**src/rtl/ft245_tx_arbiter_if.sv**
```systemverilog
// ft245_tx_arbiter_if
//   Bundles the signals between the TX arbiter, its byte producers and the
//   FTDI controller TX byte channel.
//   master : arbiter side (drives out_* toward producers and the FTDI controller)
//   slave  : environment side (producers drive in_req/in_data/in_lock, the FTDI
//            controller drives in_tx_hsk_ack)
//   Signals:
//     in_req[N]       per-requester byte request (4-phase, data stable while high)
//     out_ack[N]      per-requester ack (4-phase)
//     in_data[8N]     requester i byte on [8*i+7:8*i]
//     in_lock[N]      requester i keeps the grant after the current byte
//     out_grant[N]    one-hot current owner, 0 when idle
//     out_busy        arbiter not idle
//     out_tx_hsk_req  request to the FTDI controller
//     in_tx_hsk_ack   ack from the FTDI controller
//     out_tx_data[8]  byte to the FTDI controller
interface ft245_tx_arbiter_if #(
    parameter int unsigned ARB_REQ_NUM_OF = 2
);
    logic [ARB_REQ_NUM_OF-1:0]   in_req;
    logic [ARB_REQ_NUM_OF-1:0]   out_ack;
    logic [8*ARB_REQ_NUM_OF-1:0] in_data;
    logic [ARB_REQ_NUM_OF-1:0]   in_lock;
    logic [ARB_REQ_NUM_OF-1:0]   out_grant;
    logic                        out_busy;
    logic                        out_tx_hsk_req;
    logic                        in_tx_hsk_ack;
    logic [7:0]                  out_tx_data;

    modport master (
        input  in_req, in_data, in_lock, in_tx_hsk_ack,
        output out_ack, out_grant, out_busy, out_tx_hsk_req, out_tx_data
    );

    modport slave (
        output in_req, in_data, in_lock, in_tx_hsk_ack,
        input  out_ack, out_grant, out_busy, out_tx_hsk_req, out_tx_data
    );
endinterface

```
**src/rtl/ft245_tx_arbiter.sv**
```systemverilog
// ft245_tx_arbiter
//   Shares the single FTDI TX byte channel among ARB_REQ_NUM_OF producers.
//   Round-robin grant per byte; a producer holding in_lock keeps the grant for
//   up to ARB_BURST_MAX consecutive bytes, after which it is forced to release.
//   Ports:
//     in_clk    system clock (clk_top_main)
//     in_rst_n  asynchronous active-low reset
//     bus       ft245_tx_arbiter_if.master (producer and FTDI handshakes)
//   All outputs are registered.
module ft245_tx_arbiter #(
    parameter int unsigned ARB_REQ_NUM_OF = 2,
    parameter int unsigned ARB_BURST_MAX  = 16
) (
    input  logic               in_clk,
    input  logic               in_rst_n,
    ft245_tx_arbiter_if.master bus
);
    localparam int unsigned N  = ARB_REQ_NUM_OF;
    localparam int unsigned PW = (N > 1) ? $clog2(N) : 1;

    typedef enum logic [1:0] {
        IDLE,
        SEND,
        RELEASE,
        HOLD
    } state_t;

    state_t        state;
    logic [PW-1:0] rr_ptr;
    logic [PW-1:0] g_idx;
    logic [7:0]    burst_cnt;

    logic          sel_valid;
    logic [PW-1:0] sel_idx;
    logic [N-1:0]  sel_onehot;
    logic [PW-1:0] next_ptr;
    logic [8:0]    burst_inc;

    // First asserted request at or after rr_ptr, wrapping N-1 -> 0.
    always_comb begin
        int unsigned   cand_i;
        logic [PW-1:0] cand;
        sel_valid = 1'b0;
        sel_idx   = '0;
        cand_i    = 0;
        cand      = '0;
        for (int unsigned k = 0; k < N; k++) begin
            cand_i = 32'(rr_ptr) + k;
            if (cand_i >= N) begin
                cand_i = cand_i - N;
            end
            cand = PW'(cand_i);
            if (!sel_valid && bus.in_req[cand]) begin
                sel_valid = 1'b1;
                sel_idx   = cand;
            end
        end
    end

    always_comb begin
        sel_onehot = N'(1) << sel_idx;
        next_ptr   = (g_idx == PW'(N - 1)) ? '0 : g_idx + 1'b1;
        burst_inc  = {1'b0, burst_cnt} + 9'd1;
    end

    always_ff @(posedge in_clk or negedge in_rst_n) begin
        if (!in_rst_n) begin
            state              <= IDLE;
            rr_ptr             <= '0;
            g_idx              <= '0;
            burst_cnt          <= '0;
            bus.out_ack        <= '0;
            bus.out_grant      <= '0;
            bus.out_busy       <= 1'b0;
            bus.out_tx_hsk_req <= 1'b0;
            bus.out_tx_data    <= '0;
        end else begin
            case (state)
                IDLE: begin
                    if (sel_valid) begin
                        g_idx           <= sel_idx;
                        bus.out_grant   <= sel_onehot;
                        bus.out_tx_data <= bus.in_data[{sel_idx, 3'b000} +: 8];
                        bus.out_busy    <= 1'b1;
                        state           <= SEND;
                    end
                end

                SEND: begin
                    if (!bus.out_tx_hsk_req) begin
                        // Only open a new handshake once the previous ack is gone.
                        if (!bus.in_tx_hsk_ack) begin
                            bus.out_tx_hsk_req <= 1'b1;
                        end
                    end else if (bus.in_tx_hsk_ack) begin
                        bus.out_tx_hsk_req <= 1'b0;
                        bus.out_ack        <= bus.out_grant;
                        state              <= RELEASE;
                    end
                end

                RELEASE: begin
                    if (!bus.in_tx_hsk_ack && !bus.in_req[g_idx]) begin
                        bus.out_ack <= '0;
                        // Limit is checked against the count including this byte.
                        if (bus.in_lock[g_idx] && (burst_inc < 9'(ARB_BURST_MAX))) begin
                            burst_cnt <= burst_inc[7:0];
                            state     <= HOLD;
                        end else begin
                            rr_ptr        <= next_ptr;
                            burst_cnt     <= '0;
                            bus.out_grant <= '0;
                            bus.out_busy  <= 1'b0;
                            state         <= IDLE;
                        end
                    end
                end

                HOLD: begin
                    if (bus.in_req[g_idx]) begin
                        bus.out_tx_data <= bus.in_data[{g_idx, 3'b000} +: 8];
                        state           <= SEND;
                    end else if (!bus.in_lock[g_idx]) begin
                        rr_ptr        <= next_ptr;
                        burst_cnt     <= '0;
                        bus.out_grant <= '0;
                        bus.out_busy  <= 1'b0;
                        state         <= IDLE;
                    end
                end

                default: begin
                    state <= IDLE;
                end
            endcase
        end
    end
endmodule

```
**src/flat_wrapper.sv**
```systemverilog
// flat-port wrapper written by rule: the top's interface ports become plain ports
module ft245_tx_arbiter_flat 
#(
    parameter int unsigned ARB_REQ_NUM_OF = 2,
    parameter int unsigned ARB_BURST_MAX  = 16
)
  (in_clk, in_rst_n, bus_in_req, bus_in_data, bus_in_lock, bus_in_tx_hsk_ack, bus_out_ack, bus_out_grant, bus_out_busy, bus_out_tx_hsk_req, bus_out_tx_data);
  ft245_tx_arbiter_if #(.ARB_REQ_NUM_OF(ARB_REQ_NUM_OF)) bus_i ();
  input  logic in_clk;
  input  logic in_rst_n;
  input wire logic [$bits(bus_i.in_req)-1:0] bus_in_req;
  input wire logic [$bits(bus_i.in_data)-1:0] bus_in_data;
  input wire logic [$bits(bus_i.in_lock)-1:0] bus_in_lock;
  input wire logic [$bits(bus_i.in_tx_hsk_ack)-1:0] bus_in_tx_hsk_ack;
  output wire logic [$bits(bus_i.out_ack)-1:0] bus_out_ack;
  output wire logic [$bits(bus_i.out_grant)-1:0] bus_out_grant;
  output wire logic [$bits(bus_i.out_busy)-1:0] bus_out_busy;
  output wire logic [$bits(bus_i.out_tx_hsk_req)-1:0] bus_out_tx_hsk_req;
  output wire logic [$bits(bus_i.out_tx_data)-1:0] bus_out_tx_data;
  assign bus_i.in_req = bus_in_req;
  assign bus_i.in_data = bus_in_data;
  assign bus_i.in_lock = bus_in_lock;
  assign bus_i.in_tx_hsk_ack = bus_in_tx_hsk_ack;
  assign bus_out_ack = bus_i.out_ack;
  assign bus_out_grant = bus_i.out_grant;
  assign bus_out_busy = bus_i.out_busy;
  assign bus_out_tx_hsk_req = bus_i.out_tx_hsk_req;
  assign bus_out_tx_data = bus_i.out_tx_data;
  ft245_tx_arbiter #(.ARB_REQ_NUM_OF(ARB_REQ_NUM_OF), .ARB_BURST_MAX(ARB_BURST_MAX)) u_core (.in_clk(in_clk), .in_rst_n(in_rst_n), .bus(bus_i));
endmodule
```
**config.mk**
```make
export PLATFORM = sky130hd
export DESIGN_NAME = ft245_tx_arbiter_flat
export DESIGN_NICKNAME = d
export VERILOG_FILES = /design/src/rtl/ft245_tx_arbiter_if.sv /design/src/rtl/ft245_tx_arbiter.sv /design/src/flat_wrapper.sv
export SDC_FILE = /design/constraint.sdc
export NUM_CORES = 1
export LEC_CHECK = 0
export BUFFER_PORTS_ARGS = -buffer_cell sky130_fd_sc_hd__clkbuf_2
export CORE_ASPECT_RATIO = 1.4
export CORE_UTILIZATION = 30
export CTS_CLUSTER_DIAMETER = 60
export CTS_CLUSTER_SIZE = 8
export DETAILED_ROUTE_END_ITERATION = 12
export HOLD_SLACK_MARGIN = 0.02
export PLACE_DENSITY = 0.61
export SETUP_SLACK_MARGIN = 0.4
export SLEW_MARGIN = 20
export SYNTH_ARGS = -nofsm -noshare
export SYNTH_HDL_FRONTEND = slang
export SYNTH_SLANG_ARGS = --single-unit
```
**constraint.sdc**
```tcl
create_clock -name in_clk -period 1.75 [get_ports in_clk]
set_input_delay 0.175 -clock in_clk [delete_from_list [all_inputs] [get_ports in_clk]]
set_output_delay 0.175 -clock in_clk [all_outputs]
set_load 0.1 [all_outputs]
```
==> results.sh <==
export IMPL_worst_skew_pair_late_latency_ns=0.27
export IMPL_avgSynthCellArea_um2=10.5
export IMPL_criticalPathCategory="reg2reg"
export IMPL_cts_sinks=26
export IMPL_finalMaxSlewViolations=0
export IMPL_grt_pass1_wl_um=4930
export IMPL_via_count=1110
export IMPL_ys_warn_count=0
export IMPL_gp_congestion=0.774
export IMPL_startpoint="u_core.burst_cnt[0]$_DFFE_PN0P_"
export IMPL_synthArstFlopShare=1.00
export IMPL_num_rows=28
export IMPL_start_util=0.316
export IMPL_synth_edf_count=0
export IMPL_grt_setup_unrepaired="true"
export IMPL_overflow=0
export IMPL_cts_max_path_buffers=2
export IMPL_area_growth_pct=33.6
export IMPL_drtIter0Drc=20
export IMPL_rrSetupSlack_ns=0.03
export IMPL_finalCritPeriodShare=0.980
export IMPL_status="complete, no violations"
export IMPL_wl_per_cell_um=11.6
export IMPL_die_area_um2=4780
export IMPL_r2r_start="u_core.burst_cnt[0]$_DFFE_PN0P_"
export IMPL_reg2reg_depth=6
export IMPL_fin_ws_ns=0.0347
export IMPL_finClkSkew_ns=0.00355
export IMPL_yosys_cell_types_count=38
export IMPL_drive_gt1_frac=0.446
export IMPL_first_pass_iters=4
export IMPL_h_tree_depth=1
export IMPL_dp_final_hpwl_um=2100
export IMPL_critical_path_max_fanout=7
export IMPL_synthesis_nets=153
export IMPL_tritoncts="yes"
export IMPL_design_core_area_um2=4270
export IMPL_critPathLaunchType="flip-flop"
export IMPL_relSlewSlack=0.572
export IMPL_finalSetupViolations=0
export IMPL_worst_pin_slew_ns=0.642
export IMPL_crit_path_end_kind="flip-flop"
export IMPL_fin_crit_ns=1.72
export IMPL_place_inst=228
export IMPL_vias_per_cell=4.68
export IMPL_max_cap_viol_count=0
export IMPL_clockRootBuffer="clkbuf_8"
export IMPL_synth_top_cell_area_share=0.482
export IMPL_crit_end="u_core.burst_cnt[3]$_DFFE_PN0P_"
export IMPL_cp_required_ns=1.97
export IMPL_fin_area_um2=1800
export IMPL_port_buffer_count=36
export IMPL_ios=37
export IMPL_wl_um=2740
export IMPL_yosysTopAreaCell="dfrtp_1"
export IMPL_n_antenna_cell=0
export IMPL_syn_instance_count=129
export IMPL_grt_pass1_vias=1120
export IMPL_max_freq_mhz=583
export IMPL_dominantRegCellSynth="dfrtp_1"
export IMPL_ys_ff_latch=26
export IMPL_placed_cell_area_um2=1650
export IMPL_grt_max_degree=27
export IMPL_path_clk_slew_ns=0.09
export IMPL_hp_class="in2reg"
export IMPL_post_route_util=0.422
export IMPL_drc=0
export IMPL_gr_usage_all_layers=0.137
export IMPL_die_x_um=58.7
export IMPL_place_ws_ns=-0.0178
export IMPL_yosysSeqAreaShare=0.482
export IMPL_finalNetCount=202
export IMPL_die_h_um=81.4
export IMPL_timing_rr_end="u_core.burst_cnt[3]$_DFFE_PN0P_"
export IMPL_final_hold_viol_count=0
export IMPL_yosys_top_cells_area="dfrtp_1 (48%), mux2i_1 (8.2%), nand2_1 (4.2%), a21oi_1 (3.7%), nor2_1 (3.6%)"
export IMPL_syn_area_um2=1350
export IMPL_numCtsBuffers=3
export IMPL_antenna_found_initial=0
export IMPL_ant_nets=0
export IMPL_cp_data_arrival_time_ns=1.93
export IMPL_fin_cells=237
-- registers in the layout, indices dropped and copies added, names as in the netlist --
name	count
u_core.state	2
u_core.bus.out_busy	1
u_core.bus.out_grant	2
u_core.bus.out_tx_data	8
u_core.bus.out_tx_hsk_req	1
u_core.bus.out_ack	2
u_core.g_idx	1
u_core.burst_cnt	8
u_core.rr_ptr	1
-- per-stage QoR --
stage / hold slack, ns / setup TNS [ns]
after floorplan: -0.121 / 0
after global placement: 0.241 / 0
after detailed placement: 0.245 / -0.0178
after CTS: 0.111 / 0
after global routing: 0.126 / -0.195
final: 0.117 / 0
-- synthesized netlist by cell type (all sizes together), types with 3 or more instances --
cell type  instances
dfrtp             26
nand2             15
nor2              15
mux2i             11
a21oi             10
and2               6
o21ai              6
and3               4
buf                4
inv                3
-- critical path, cell delays in order, from the launching register on --
cell and delay (ns):
dfrtp_1 0.39, ha_2 0.19, and3_4 0.17, and4b_4 0.33, o221ai_4 0.16, o31ai_1 0.28
a21o_1 0.14
-- worst min-delay path by stage --
stage,start,endpoint,slack [ns],cells past startpoint
after floorplan,in_rst_n,u_core.burst_cnt[0]$_DFFE_PN0P_,-0.12,0
after global placement,in_rst_n,u_core.bus.out_tx_data[4]$_DFFE_PN0P_,0.24,1
after detailed placement,in_rst_n,u_core.bus.out_tx_data[4]$_DFFE_PN0P_,0.25,1
after CTS,bus_in_tx_hsk_ack,u_core.bus.out_tx_hsk_req$_DFFE_PN0P_,0.11,2
after global routing,bus_in_tx_hsk_ack,u_core.bus.out_tx_hsk_req$_DFFE_PN0P_,0.13,2
final,bus_in_tx_hsk_ack,u_core.bus.out_tx_hsk_req$_DFFE_PN0P_,0.12,2
-- cell families after synthesis --
logic type,after synthesis,share of synthesized area
AND/OR/NAND/NOR,49,0.184
AO/OA/AOI/OAI,34,0.203
flip-flops,26,0.482
multiplexers,12,0.0899
buffers and inverters,7,0.0315
adder cells (fa/ha/maj),1,0.00927
-- area by class of cell --
cell class,count,area [um2]
timing repair buffer,48,293
sequential,26,654
clock buffer,4,55.1
multi-input combinational,96,716
tap,60,75.1
inverter,3,11.3
fill,460,2470
-- cell usage in the layout (no fill, tap or decap), drive strengths merged, types with 3 or more instances in the layout --
cell	netlist	layout
nand2	15	15
dfrtp	26	26
a21oi	10	10
and2	6	6
clkbuf	0	39
o21ai	6	6
inv	3	3
mux2i	11	11
and3	4	4
nor2	15	15
buf	4	12
-- per-layer routing --
layer	track usage	routed length [um]	part of all wire	vias up
li1	-	-	-	558
met5	0	0	0	-
met1	0.173	1230	0.45	516
met3	0.0207	118	0.043	4
met2	0.230	1350	0.49	32
met4	0.0571	36	0.013	0
-- what timing repair did --
| action | CTS | global route |
|---|---|---|
| endpoints found under the hold margin | 26 | 0 |
| buffers inserted | 1 | 3 |
| gates resized for setup | 2 | 15 |
| hold buffers | 1 | 0 |
| pin swaps | 5 | 6 |
| endpoints found under the setup margin | 22 | 25 |
Power is left out: the tool's default activity adds up to more than one toggle a clock period on the data nets, which glitch-free logic cannot reach.
